### src/rtl/inst_rom_arbiter.sv
// Two-port arbiter in front of the single-ported instruction ROM (fetch / load).
// Define INST_ROM_ARB_RR_EN for round-robin arbitration; fixed priority otherwise.
module inst_rom_arbiter #(
  parameter int ADDR_W = 32,
  parameter int DATA_W = 32,
  parameter int ROM_AW = 17
) (
  input  logic              clk,
  input  logic              rst_n,
  input  logic              req0,
  input  logic              req1,
  input  logic [ADDR_W-1:0] addr0,
  input  logic [ADDR_W-1:0] addr1,
  input  logic              kill0,
  output logic              ack0,
  output logic              ack1,
  output logic [DATA_W-1:0] rdata0,
  output logic [DATA_W-1:0] rdata1,
  output logic              err0,
  output logic              err1,
  output logic              rom_en,
  output logic [ADDR_W-1:0] rom_addr,
  input  logic [DATA_W-1:0] rom_data
);

  logic              w_e0;
  logic              w_e1;
  logic              w_g0;
  logic              w_g1;
  logic              w_bad;
  logic [ADDR_W-1:0] w_addr;

  logic              r_ack0;
  logic              r_ack1;
  logic [DATA_W-1:0] r_rdata0;
  logic [DATA_W-1:0] r_rdata1;
  logic              r_err0;
  logic              r_err1;

  assign w_e0 = req0 & ~kill0;
  assign w_e1 = req1;

`ifdef INST_ROM_ARB_RR_EN
  logic r_ptr;

  always_comb begin
    w_g0 = w_e0 & (~w_e1 | ~r_ptr);
    w_g1 = w_e1 & (~w_e0 | r_ptr);
  end

  // Pointer names the port that lost (or did not win) the last grant.
  always_ff @(posedge clk or negedge rst_n) begin
    if (!rst_n) begin
      r_ptr <= 1'b0;
    end else if (w_g0) begin
      r_ptr <= 1'b1;
    end else if (w_g1) begin
      r_ptr <= 1'b0;
    end
  end
`else
  always_comb begin
    w_g1 = w_e1;
    w_g0 = w_e0 & ~w_e1;
  end
`endif

  always_comb begin
    w_addr   = w_g1 ? addr1 : addr0;
    w_bad    = (|w_addr[1:0]) | (|w_addr[ADDR_W-1:ROM_AW+2]);
    rom_en   = rst_n & (w_g0 | w_g1) & ~w_bad;
    rom_addr = rom_en ? w_addr : '0;
  end

  always_ff @(posedge clk or negedge rst_n) begin
    if (!rst_n) begin
      r_ack0   <= 1'b0;
      r_ack1   <= 1'b0;
      r_rdata0 <= '0;
      r_rdata1 <= '0;
      r_err0   <= 1'b0;
      r_err1   <= 1'b0;
    end else begin
      r_ack0 <= w_g0;
      r_ack1 <= w_g1;
      if (w_g0) begin
        r_rdata0 <= w_bad ? '0 : rom_data;
        r_err0   <= w_bad;
      end
      if (w_g1) begin
        r_rdata1 <= w_bad ? '0 : rom_data;
        r_err1   <= w_bad;
      end
    end
  end

  // A flush in the ack cycle drops the pending fetch result.
  assign ack0   = r_ack0 & ~kill0;
  assign ack1   = r_ack1;
  assign rdata0 = r_rdata0;
  assign rdata1 = r_rdata1;
  assign err0   = r_err0;
  assign err1   = r_err1;

endmodule

### config.mk
export PLATFORM = sky130hd
export DESIGN_NAME = inst_rom_arbiter
export DESIGN_NICKNAME = d
export VERILOG_FILES = /design/src/rtl/inst_rom_arbiter.sv
export SDC_FILE = /design/constraint.sdc
export NUM_CORES = 1
export LEC_CHECK = 0
export CORE_MARGIN = 5
export CORE_UTILIZATION = 41
export CTS_BUF_LIST = sky130_fd_sc_hd__clkbuf_2 sky130_fd_sc_hd__clkbuf_4 sky130_fd_sc_hd__clkbuf_8
export DETAILED_ROUTE_END_ITERATION = 12
export HOLD_SLACK_MARGIN = 0.15
export PLACE_DENSITY = 0.94
export SETUP_SLACK_MARGIN = 0.05
export SLEW_MARGIN = 10
export SYNTH_ARGS = -nofsm -noshare
export SYNTH_HDL_FRONTEND = slang
export SYNTH_SLANG_ARGS = --single-unit
### constraint.sdc
create_clock -name clk -period 5.7 [get_ports clk]
set_input_delay 1.14 -clock clk [delete_from_list [all_inputs] [get_ports clk]]
set_output_delay 1.14 -clock clk [all_outputs]
set_load 0.01 [all_outputs]
==> reports/summary.txt <==
Final min period - 5.076 ns
Area occupied by multi-input gates - 1416 um^2
Critical path class - in -> out
Count of clock tree sinks - 68
Origin of the worst min-delay path - rdata0[0]$_DFFE_PN0P_
Maximum net fanout on the critical path - 18
Flop and latch count out of synthesis - 68
Die width - 99.64 um
Yosys warns - 0
Fillcell total - 592
Insertion delay to the later sink of the worst-skew pair - 0.32 ns
Endpoint of the most critical register-to-register path - rdata1[16]$_DFFE_PN0P_
Sw power - 0.0002347 W
Crit path max-delay family - simple AND/OR/NAND/NOR gates
Portion of the post-synthesis area used by sequential elements - 51.65%
Clock transition at path regs - 0.07 ns
Syn_area_per_cell - 10.04 um^2
Die area - 9928 um^2
P_leak - 2.225 nW
CP peak stage delay - 0.75 ns
Switching power share of the total - 23.73%
Sequential cell area - 1702 um^2
First element of the critical path - addr1[19]
Cell depth of the worst flop-to-flop path - 2
IO Count - 202
Cell seen most often among critical-path stages - sky130_fd_sc_hd__clkdlybuf4s50_1
Max cap viols - 0
Design Area, Final - 5350 um^2
Reg power frac - 48.8%
Count of inserted antenna diode cells - 0
Placeable core region - 7767 um^2
Count of nets after finishing - 607
Placed Instance Area - 5160 um^2
Slowest library cell on the worst path - sky130_fd_sc_hd__nor4_1
Sum of routed wire segments on met1 - 3797 um
Instance count after placement with tap cells included - 597
Remaining routing DRC violations - 0
Most frequent cells in the layout - sky130_fd_sc_hd__clkdlybuf4s50_1 (184), sky130_fd_sc_hd__dfrtp_1 (68), sky130_fd_sc_hd__nand2_1 (64)
Clock share of power - 38.4%
Maximum number of pins on one net before global-route repair - 69
Layout overhead on the synthesized area - 62.40%
RR Startpoint - rdata1[16]$_DFFE_PN0P_
Total design power - 0.0009891 W
Final Setup Violations - 0
Number of gates given a new drive strength after cts - 0
Hold Worst Slack - 0.4807 ns
Input/output buffers - 186
Number of search-and-repair iterations in the first detailed-routing pass - 4
Final ANT Viol Nets - 0
Critical path required time - 4.56 ns
CTS Hold Buffers Added - 0
Setup repair after global routing missed its margin - no
Final Wtd Congestion - 0.8029
Max Transition Viols Final - 0
Final Cycle Share - 89.06%
Power per unit of standard cell area - 184.9 nW/um^2
First-pass GRT wire length - 16920 um
Starting density of the core - 42.41%
Crit start category - primary input
Clock Root Buffer - sky130_fd_sc_hd__clkbuf_8
Internal reg-to-reg setup slack - 4.84 ns
Cell Area, Synth - 3294 um^2
Critical path arrival - 3.94 ns
Maximum count of clock buffers along a single path - 2
Via count of the first global-routing pass - 3445
TritonCTS clock tree - yes
Combined global-route utilization of all metal layers - 21.66%
Top Metal Used - met4
VDD IR-drop max - 0.0001155 V
Achievable clock frequency - 0.1970 GHz
Average wire per cell in the routed design - 17.34 um
Post-CTS Setup Bufs - 0
Total internal power - 0.0007544 W
Largest clock skew in the final design - 0 ns
Cell chain of the critical path - clkdlybuf4s50_1 -> nor4_1 -> nand3_1 -> a211o_1 -> nor2_1 -> clkdlybuf4s50_1
Number of distinct library cells after synthesis - 32
Instance count of the mapped netlist - 328
Min-delay worst type - reg -> reg
Transition time at the pin with the least slew margin - 1.217 ns
Sum of buffers and inverters on the critical path - 2
Worst hold path endpoint - rdata0[0]$_DFFE_PN0P_
Number of vias in the routed layout - 3103
Final routed wirelength across all metal layers - 10610 um
First-iteration detailed-routing DRC count - 98
Logic gate share of total power - 12.8%
WL met3 - 997 um
Setup TNS Final - 0 ns
Post-detailed-placement half-perimeter wirelength - 8218 um
Most common cell after layout, fill and taps aside - sky130_fd_sc_hd__clkdlybuf4s50_1
Endpoints failing hold - 0
H-tree depth reported by CTS - 3
Tightest slew margin relative to the limit - 18.90%
Mean number of vias per cell - 5.070
Endpoint class of the critical path - output port
Die Height - 99.64 um
Share of layout cells above drive strength 1 - 13.53%
Total number of placement rows - 32
Status - complete, no violations
Number of standard cells in the final layout excluding fillers - 612
Leftover overflow at the end of global routing - 0
Total clock buffers created by CTS - 9
Number of antenna violations at the first check in global routing - 0
Hold path cells - 2
Sum of met2 wire segment lengths after detailed routing - 5596 um
flip-flops by register name, indices dropped and copies added, names as in the netlist:
signal  cells
r_ack0      1
rdata1     32
rdata0     32
err0        1
ack1        1
err1        1
layer usage:
metal  vias to the layer above  track usage [%]
met5                         -                0
met4                         0            8.298
met3                        18            6.031
met2                       181            40.91
met1                      1460            22.52
li1                       1444                -
area by class of cell:
type                       count  share of cell area (%)
timing repair buffer         193                   35.64
sequential                    68                   31.81
multi-input combinational    232                   26.47
tap                          102                   2.385
clock buffer                   9                   2.315
clock inverter                 6                   1.239
inverter                       2                  0.1403
how the worst max path moves through the flow:
stage	slack (ns)	cells past startpoint	end
after CTS	0.56	6	rom_addr[5]
after global placement	0.58	6	rom_addr[17]
after detailed placement	0.57	6	rom_addr[2]
final	0.62	6	rom_addr[5]
after global routing	0.42	6	rom_addr[8]
after floorplan	1.87	7	rom_addr[10]
kinds of logic (layout without fill, tap and decap cells):
family,after synthesis,after routing,share of synthesized area (%)
mux,18,18,5.507
buf+inv,42,210,7.216
compound gates,71,71,15.12
flops,68,68,51.65
simple gates,128,128,20.40
other cells,1,15,0.1138
synth_stat cells:
cell | number | area, um^2
sky130_fd_sc_hd__inv_1 | 1 | 3.750
sky130_fd_sc_hd__buf_1 | 2 | 7.510
sky130_fd_sc_hd__a211o_1 | 1 | 8.760
sky130_fd_sc_hd__nand3b_1 | 1 | 7.510
sky130_fd_sc_hd__mux2_2 | 1 | 11.26
sky130_fd_sc_hd__a31o_2 | 32 | 280.3
sky130_fd_sc_hd__o22ai_1 | 1 | 6.260
sky130_fd_sc_hd__nor4b_1 | 1 | 8.760
sky130_fd_sc_hd__nand2b_1 | 1 | 6.260
sky130_fd_sc_hd__nor2b_1 | 34 | 212.7
sky130_fd_sc_hd__dfrtp_1 | 68 | 1702
sky130_fd_sc_hd__o211ai_1 | 1 | 7.510
sky130_fd_sc_hd__a41oi_1 | 1 | 8.760
sky130_fd_sc_hd__or4_4 | 1 | 11.26
sky130_fd_sc_hd__buf_8 | 1 | 15.01
sky130_fd_sc_hd__or4b_1 | 1 | 10.01
sky130_fd_sc_hd__nor4_1 | 5 | 31.28
sky130_fd_sc_hd__nand3_1 | 1 | 5.000
sky130_fd_sc_hd__o22a_1 | 1 | 8.760
sky130_fd_sc_hd__buf_2 | 4 | 20.02
sky130_fd_sc_hd__o21ai_0 | 32 | 160.2
sky130_fd_sc_hd__buf_6 | 1 | 11.26
sky130_fd_sc_hd__buf_4 | 15 | 112.6
sky130_fd_sc_hd__clkbuf_1 | 17 | 63.81
sky130_fd_sc_hd__clkinv_1 | 1 | 3.750
sky130_fd_sc_hd__nand2_1 | 64 | 240.2
sky130_fd_sc_hd__conb_1 | 1 | 3.750
sky130_fd_sc_hd__mux2i_1 | 17 | 170.2
sky130_fd_sc_hd__o2111ai_1 | 1 | 8.760
sky130_fd_sc_hd__nor2_4 | 9 | 101.4
sky130_fd_sc_hd__nor2_1 | 10 | 37.54
sky130_fd_sc_hd__o221ai_1 | 1 | 8.760
power groups by stage:
stage | Clock (W) | Sequential (W) | Combinational [W]
CTS | 0.000388 | 0.000483 | 0.000127
global route | 0.000413 | 0.000483 | 0.000137
finish | 0.000380 | 0.000483 | 0.000126
floorplan | 0 | 0.000493 | 0.0000423
detailed placement | 0 | 0.000492 | 0.000127
global placement | 0 | 0.000492 | 0.000125
tightest hold or removal path, delay by kind of cell, from the launching register on:
kind,cells,cell delay (ns)
compound gates,1,0.06
simple gates,1,0.04
flops,1,0.34
metrics by stage:
| step | setup slack, ns | utilization [%] |
|---|---|---|
| 2_1_floorplan | 1.875 | - |
| 3_3_place_gp | 0.5822 | 66.43 |
| 3_5_place_dp | 0.5749 | 66.43 |
| 4_1_cts | 0.5604 | 68.88 |
| 5_1_grt | 0.4212 | 68.88 |
| 6_report | 0.6236 | 68.88 |
Note: power is estimated with default switching activity, not from simulation.
